## src/rtl/code_monitor_if.sv

```systemverilog
// code_monitor_if: groups the code-tracking and counter-read signals of
// code_monitor. The master side drives code samples and read requests; the
// slave side (code_monitor) returns change/stability flags and read data.
interface code_monitor_if #(
  parameter int CNT_W = 8
);
  logic [1:0]       code;
  logic             code_vld;
  logic             chg;
  logic             stable;
  logic [3:0]       sat;
  logic             rd_req;
  logic [1:0]       rd_sel;
  logic             rd_ack;
  logic [CNT_W-1:0] rd_data;

  modport master (
    output code, code_vld, rd_req, rd_sel,
    input  chg, stable, sat, rd_ack, rd_data
  );

  modport slave (
    input  code, code_vld, rd_req, rd_sel,
    output chg, stable, sat, rd_ack, rd_data
  );
endinterface

```

## src/rtl/code_monitor.sv

```systemverilog
// code_monitor: watches the registered 2-bit code from the mux stage, pulses
// chg on a code change, raises stable once a code has been held for STABLE_N
// valid samples, and keeps one saturating occurrence counter per code value.
// Counters are read through a 4-phase rd_req/rd_ack handshake.
// Optional feature: define CODE_MON_CLR_ON_READ_EN to make a read clear the
// selected counter on its capture edge (an increment on that same edge is
// applied after the clear, so the counter ends at 1).
module code_monitor #(
  parameter int CNT_W    = 8,
  parameter int STABLE_N = 4
) (
  input logic           clk,
  input logic           rst_n,
  code_monitor_if.slave bus
);

  localparam logic [CNT_W-1:0] CNT_MAX  = {CNT_W{1'b1}};
  localparam logic [CNT_W-1:0] CNT_ZERO = {CNT_W{1'b0}};
  localparam logic [7:0]       RUN_TOP  = 8'(STABLE_N);

  typedef enum logic [0:0] {
    ST_IDLE = 1'b0,
    ST_ACK  = 1'b1
  } rd_state_e;

  // Saturating +1: a counter at its maximum stays there.
  function automatic logic [CNT_W-1:0] sat_inc(input logic [CNT_W-1:0] val);
    if (val == CNT_MAX) begin
      return val;
    end else begin
      return val + {{(CNT_W-1){1'b0}}, 1'b1};
    end
  endfunction

  // Registered state
  rd_state_e        state_r;
  logic [1:0]       prev_r;
  logic             have_prev_r;
  logic [7:0]       run_r;
  logic [CNT_W-1:0] cnt_r [4];
  logic             chg_r;
  logic             stable_r;
  logic [3:0]       sat_r;
  logic             rd_ack_r;
  logic [CNT_W-1:0] rd_data_r;

  // Next-state signals
  rd_state_e        state_nxt_s;
  logic             capture_s;
  logic [1:0]       prev_nxt_s;
  logic             have_prev_nxt_s;
  logic [7:0]       run_nxt_s;
  logic             chg_nxt_s;
  logic [3:0]       inc_s;
  logic [3:0]       clr_s;
  logic [CNT_W-1:0] cnt_nxt_s [4];
  logic [3:0]       sat_nxt_s;

  assign bus.chg     = chg_r;
  assign bus.stable  = stable_r;
  assign bus.sat     = sat_r;
  assign bus.rd_ack  = rd_ack_r;
  assign bus.rd_data = rd_data_r;

  // Code tracking: decide change pulse, run length, and which counter bumps.
  always_comb begin
    prev_nxt_s      = prev_r;
    have_prev_nxt_s = have_prev_r;
    run_nxt_s       = run_r;
    chg_nxt_s       = 1'b0;
    inc_s           = 4'b0000;
    if (bus.code_vld) begin
      if (!have_prev_r) begin
        prev_nxt_s       = bus.code;
        have_prev_nxt_s  = 1'b1;
        run_nxt_s        = 8'd1;
        inc_s[bus.code]  = 1'b1;
      end else if (bus.code == prev_r) begin
        if (run_r != RUN_TOP) begin
          run_nxt_s = run_r + 8'd1;
        end else begin
          run_nxt_s = run_r;
        end
      end else begin
        chg_nxt_s        = 1'b1;
        prev_nxt_s       = bus.code;
        run_nxt_s        = 8'd1;
        inc_s[bus.code]  = 1'b1;
      end
    end else begin
      prev_nxt_s      = prev_r;
      have_prev_nxt_s = have_prev_r;
      run_nxt_s       = run_r;
    end
  end

  // Read FSM: accept a request only from IDLE, release once rd_req drops.
  always_comb begin
    state_nxt_s = state_r;
    capture_s   = 1'b0;
    case (state_r)
      ST_IDLE: begin
        if (bus.rd_req) begin
          capture_s   = 1'b1;
          state_nxt_s = ST_ACK;
        end else begin
          state_nxt_s = ST_IDLE;
        end
      end
      ST_ACK: begin
        if (!bus.rd_req) begin
          state_nxt_s = ST_IDLE;
        end else begin
          state_nxt_s = ST_ACK;
        end
      end
      default: begin
        state_nxt_s = ST_IDLE;
      end
    endcase
  end

  // Clear request for the counter being read (clear-on-read builds only).
  always_comb begin
    clr_s = 4'b0000;
`ifdef CODE_MON_CLR_ON_READ_EN
    if (capture_s) begin
      clr_s[bus.rd_sel] = 1'b1;
    end else begin
      clr_s = 4'b0000;
    end
`endif
  end

  // Counter update: clear first, then saturating increment; derive sat flags.
  always_comb begin
    for (int k = 0; k < 4; k++) begin
      if (clr_s[k]) begin
        cnt_nxt_s[k] = CNT_ZERO;
      end else begin
        cnt_nxt_s[k] = cnt_r[k];
      end
      if (inc_s[k]) begin
        cnt_nxt_s[k] = sat_inc(cnt_nxt_s[k]);
      end else begin
        cnt_nxt_s[k] = cnt_nxt_s[k];
      end
      sat_nxt_s[k] = (cnt_nxt_s[k] == CNT_MAX);
    end
  end

  // State and output registers; rd_data captures the pre-update counter.
  always_ff @(posedge clk) begin
    if (!rst_n) begin
      state_r     <= ST_IDLE;
      prev_r      <= 2'b00;
      have_prev_r <= 1'b0;
      run_r       <= 8'd0;
      chg_r       <= 1'b0;
      stable_r    <= 1'b0;
      sat_r       <= 4'b0000;
      rd_ack_r    <= 1'b0;
      rd_data_r   <= CNT_ZERO;
      for (int k = 0; k < 4; k++) begin
        cnt_r[k] <= CNT_ZERO;
      end
    end else begin
      state_r     <= state_nxt_s;
      prev_r      <= prev_nxt_s;
      have_prev_r <= have_prev_nxt_s;
      run_r       <= run_nxt_s;
      chg_r       <= chg_nxt_s;
      stable_r    <= (run_nxt_s == RUN_TOP);
      sat_r       <= sat_nxt_s;
      rd_ack_r    <= (state_nxt_s == ST_ACK);
      if (capture_s) begin
        rd_data_r <= cnt_r[bus.rd_sel];
      end else begin
        rd_data_r <= rd_data_r;
      end
      for (int k = 0; k < 4; k++) begin
        cnt_r[k] <= cnt_nxt_s[k];
      end
    end
  end

endmodule
```

## src/flat_wrapper.sv

```systemverilog
// flat-port wrapper written by rule: the top's interface ports become plain ports
module code_monitor_flat 
#(
  parameter int CNT_W    = 8,
  parameter int STABLE_N = 4
)
  (clk, rst_n, bus_code, bus_code_vld, bus_rd_req, bus_rd_sel, bus_chg, bus_stable, bus_sat, bus_rd_ack, bus_rd_data);
  code_monitor_if #(.CNT_W(CNT_W)) bus_i ();
  input logic clk;
  input logic rst_n;
  input wire logic [$bits(bus_i.code)-1:0] bus_code;
  input wire logic [$bits(bus_i.code_vld)-1:0] bus_code_vld;
  input wire logic [$bits(bus_i.rd_req)-1:0] bus_rd_req;
  input wire logic [$bits(bus_i.rd_sel)-1:0] bus_rd_sel;
  output wire logic [$bits(bus_i.chg)-1:0] bus_chg;
  output wire logic [$bits(bus_i.stable)-1:0] bus_stable;
  output wire logic [$bits(bus_i.sat)-1:0] bus_sat;
  output wire logic [$bits(bus_i.rd_ack)-1:0] bus_rd_ack;
  output wire logic [$bits(bus_i.rd_data)-1:0] bus_rd_data;
  assign bus_i.code = bus_code;
  assign bus_i.code_vld = bus_code_vld;
  assign bus_i.rd_req = bus_rd_req;
  assign bus_i.rd_sel = bus_rd_sel;
  assign bus_chg = bus_i.chg;
  assign bus_stable = bus_i.stable;
  assign bus_sat = bus_i.sat;
  assign bus_rd_ack = bus_i.rd_ack;
  assign bus_rd_data = bus_i.rd_data;
  code_monitor #(.CNT_W(CNT_W), .STABLE_N(STABLE_N)) u_core (.clk(clk), .rst_n(rst_n), .bus(bus_i));
endmodule
```

## config.mk

```make
export PLATFORM = sky130hd
export DESIGN_NAME = code_monitor_flat
export DESIGN_NICKNAME = d
export VERILOG_FILES = /design/src/rtl/code_monitor_if.sv /design/src/rtl/code_monitor.sv /design/src/flat_wrapper.sv
export SDC_FILE = /design/constraint.sdc
export NUM_CORES = 1
export LEC_CHECK = 0
export ABC_AREA = 1
export CORE_ASPECT_RATIO = 1.5
export CORE_UTILIZATION = 39
export CTS_CLUSTER_SIZE = 16
export DETAILED_ROUTE_END_ITERATION = 7
export SYNTH_ARGS = -nofsm -noshare
export SYNTH_HDL_FRONTEND = slang
export SYNTH_SLANG_ARGS = --single-unit
```

## constraint.sdc

```tcl
create_clock -name clk -period 1.53 [get_ports clk]
set_input_delay 0.153 -clock clk [delete_from_list [all_inputs] [get_ports clk]]
set_output_delay 0.153 -clock clk [all_outputs]
set_load 0.005 [all_outputs]
```

==> impl_metrics.toml <==
[run_status]
status = "completed"

[job]
cap_violations = 0

[grt]
antenna_found_initial = 0
grt_remaining_overflow = 0
grt_max_degree = 28
grt_usage_pct = 22.2
grt_pass1_wl_microns = 16000
grt_pass1_vias = 3684

[yosys]
avgSynthCellArea_sq_um = 6.36
ys_ff_latch = 58
yosysUniqueCellTypes = 37
synth_nets = 565
syn_area_sq_um = 3500
async_flop_share_pct = 0
seq_area_frac_synth_pct = 33.1
synth_warnings = 0
synth_cells = 551
synth-edff-count = 0
synthFlopType = "dfxtp_1"

[floorplanning]
rows = 42
core_sq_um = 8780
io_pins = 23
die_w_microns = 79.4
die_area_sq_um = 9380
die-height_microns = 118
initial_core_util_pct = 39.9

[setup_path]
worst_path_largest_cell_delay_ns = 0.35
cp.required_ns = 1.80
path_buf_inv = 0
cp_max_fo = 6
path_delay_family = "simple AND/OR/NAND/NOR gates"
critPathLaunchType = "flip-flop"
worst_setup_path_end_kind = "flip-flop"
worst_path_max_delay_cell = "dfxtp_2"
reg2regPathDepth = 11
crit_chain = "ha_4, nand2_4, nor2_4, nand2_4, o21ai_2, nand3_1, nand2_1, nand2_2, nor2_2, nand3_1, nor2_1"
worst-path-stages = 11
critPathKind = "flip-flop to flip-flop"
worstPathArrival_ns = 1.79

[power_and_ir_drop]
ir_worst_vdd_mv = 0.604
power.internal_uw = 3030
p_leak_uw = 0.00234
netSwitchingPower_uw = 1060
combPwrFrac_pct = 16.1
clkPwrFrac_pct = 44.0
power_density_nw_per_um2 = 815
p_sw_share_pct = 25.9
seq_power_share_pct = 39.9

[clock_tree]
numCtsBuffers = 9
cts_tree = "yes"
htreeDepth = 3
clk_root_buffer_cell = "clkbuf_16"
cts_hold_buf = 0
clk_pin_slew_worst_paths_ns = 0.05
clk_latency_ns = 0.33
clk_path_buf_depth = 2
cts_sinks = 58

[routing]
wl_met1_microns = 3810
vias = 3741
routedWlPerCell_microns = 13.1
dr.max_layer_used = "met4"
wirelength_microns = 9890
wl_met3_microns = 265
route.antenna.remaining_nets = 0
firstDrtPassIters = 4
drcViolationCount = 0
wl_met2_microns = 5490
drt_iter0_drc = 145
routed_via_density = 4.95

[placement]
place_ws_ns = -0.416
place_hpwl_microns = 7180
place.gp.congestion = 0.958
io_buffers = 22
dp_cells = 734

[sta]
finalHoldViolations = 0
relSlewSlack_pct = 77.7
setup_viol = 0
holdWs_ns = 0.398
worst_pin_slew_ns = 0.331
fin_ws_ns = 0.0128
fin_crit_sh_pct = 99.2
grt_setup_unrepaired = "yes"
finClkSkew_ns = 0.00701
drv_slew = 0
min_period_ns = 1.52
max_freq_ghz = 0.659

[finish]
stdcell_count = 755
nets = 657
layout-drive-gt1-share_pct = 30.1
utilization_pct = 57.2
diodes = 0
syn2layout_area_growth_pct = 43.2

[min_path]
hold_path.class = "primary input to flip-flop"
holdPathStages = 3
-- worst register-to-register path, stage by stage (launching register included) --
cell	delay (ns)
dfxtp_2	0.35
ha_4	0.15
nand2_4	0.06
nor2_4	0.15
nand2_4	0.09
o21ai_2	0.14
nand3_1	0.08
nand2_1	0.08
nand2_2	0.07
nor2_2	0.11
nand3_1	0.08
nor2_1	0.09
-- Yosys cell counts (all sizes together), types with 2 or more instances --
cell type	n	share of area (%)
a21oi	46	6.7
a22oi	2	0.43
buf	7	1.2
clkbuf	5	0.54
dfxtp	58	33
ha	6	2.1
inv	90	9.9
nand2	139	16
nand3	30	5.1
nand4	7	1.8
nor2	81	9.8
nor3	3	0.43
o21ai	47	6.7
o21bai	3	0.75
o22ai	3	0.54
or2	8	1.4
xor2	12	3.0
-- state kept, by name, indices dropped and copies added, names as in the netlist --
name                cells
u_core.prev_r           2
u_core.bus.sat          4
u_core.bus.stable       1
u_core.have_prev_r      1
u_core.bus.chg          1
u_core.cnt_r           32
u_core.run_r            8
u_core.bus.rd_data      8
u_core.state_r          1
-- power groups by stage --
stage	Combinational, uW	Sequential (uW)	Clock, uW
5_1_grt	724	1640	1920
2_1_floorplan	325	1640	0
6_report	656	1630	1800
3_3_place_gp	582	1640	0
3_5_place_dp	590	1650	0
4_1_cts	600	1620	1840
-- cells in the final DEF, fill, tap and decap left out, types with 5 or more instances in the layout --
cell type,n
nand2_1,116
inv_1,78
buf_4,62
nor2_1,59
dfxtp_1,44
a21oi_1,42
o21ai_0,26
nand3_1,20
clkdlybuf4s50_1,20
o21ai_1,14
dfxtp_2,14
nand2_2,13
nor2_2,13
xor2_1,12
nand2_4,9
clkbuf_16,9
nor2_4,8
inv_2,7
o21ai_2,7
or2_2,7
nand3_2,6
buf_6,6
inv_4,5
-- logic make-up after synthesis --
| group | share of synthesized area (%) |
|---|---|
| adders and majority gates | 2.14 |
| and+or+nand+nor | 34.7 |
| DFF | 33.1 |
| AOI/OAI and AO/OA | 15.1 |
| buffers and inverters | 11.6 |
| xor gates and xnor gates | 3.25 |
-- through the flow --
step	area (sq um)	setup TNS, ns	total power (uW)
6_report	5020	0	4090
3_5_place_dp	4310	-13.34	2240
5_1_grt	5020	-0.457	4280
4_1_cts	4700	-0.0325	4060
3_3_place_gp	4310	-12.22	2230
2_1_floorplan	3510	0	1970
-- path summary, 6_finish.rpt --
kind | from | to | slack, ns
worst max register to register | u_core.cnt_r[1][1] | u_core.bus.sat[1] | 0.01
worst min-delay path | bus_rd_req | u_core.state_r | 0.40
worst min register to register | u_core.cnt_r[2][4] | u_core.cnt_r[2][4] | 0.53
worst max-delay path | u_core.cnt_r[1][1] | u_core.bus.sat[1] | 0.01
-- cell type report --
class	instances	area, sq um
Timing Repair Buffer	93	811
Inverter	90	350
Clock buffer	13	260
Sequential cell	58	1180
Fill cell	799	3760
Tap cell	110	138
Multi-Input combinational cell	391	2280
-- routing by layer --
metal / vias up / GRT usage [%]
li1: 1920 / -
met1: 1735 / 22.8
met2: 59 / 40.5
met3: 27 / 4.03
met4: 0 / 13.2
met5: - / 0
-- timing repair --
action	CTS	global route
buffers inserted	5	5
resized for setup	33	89
endpoints found under the setup margin	16	28
pin swaps	9	38
gates cloned	0	0
Power figures use the tool's default switching activity.
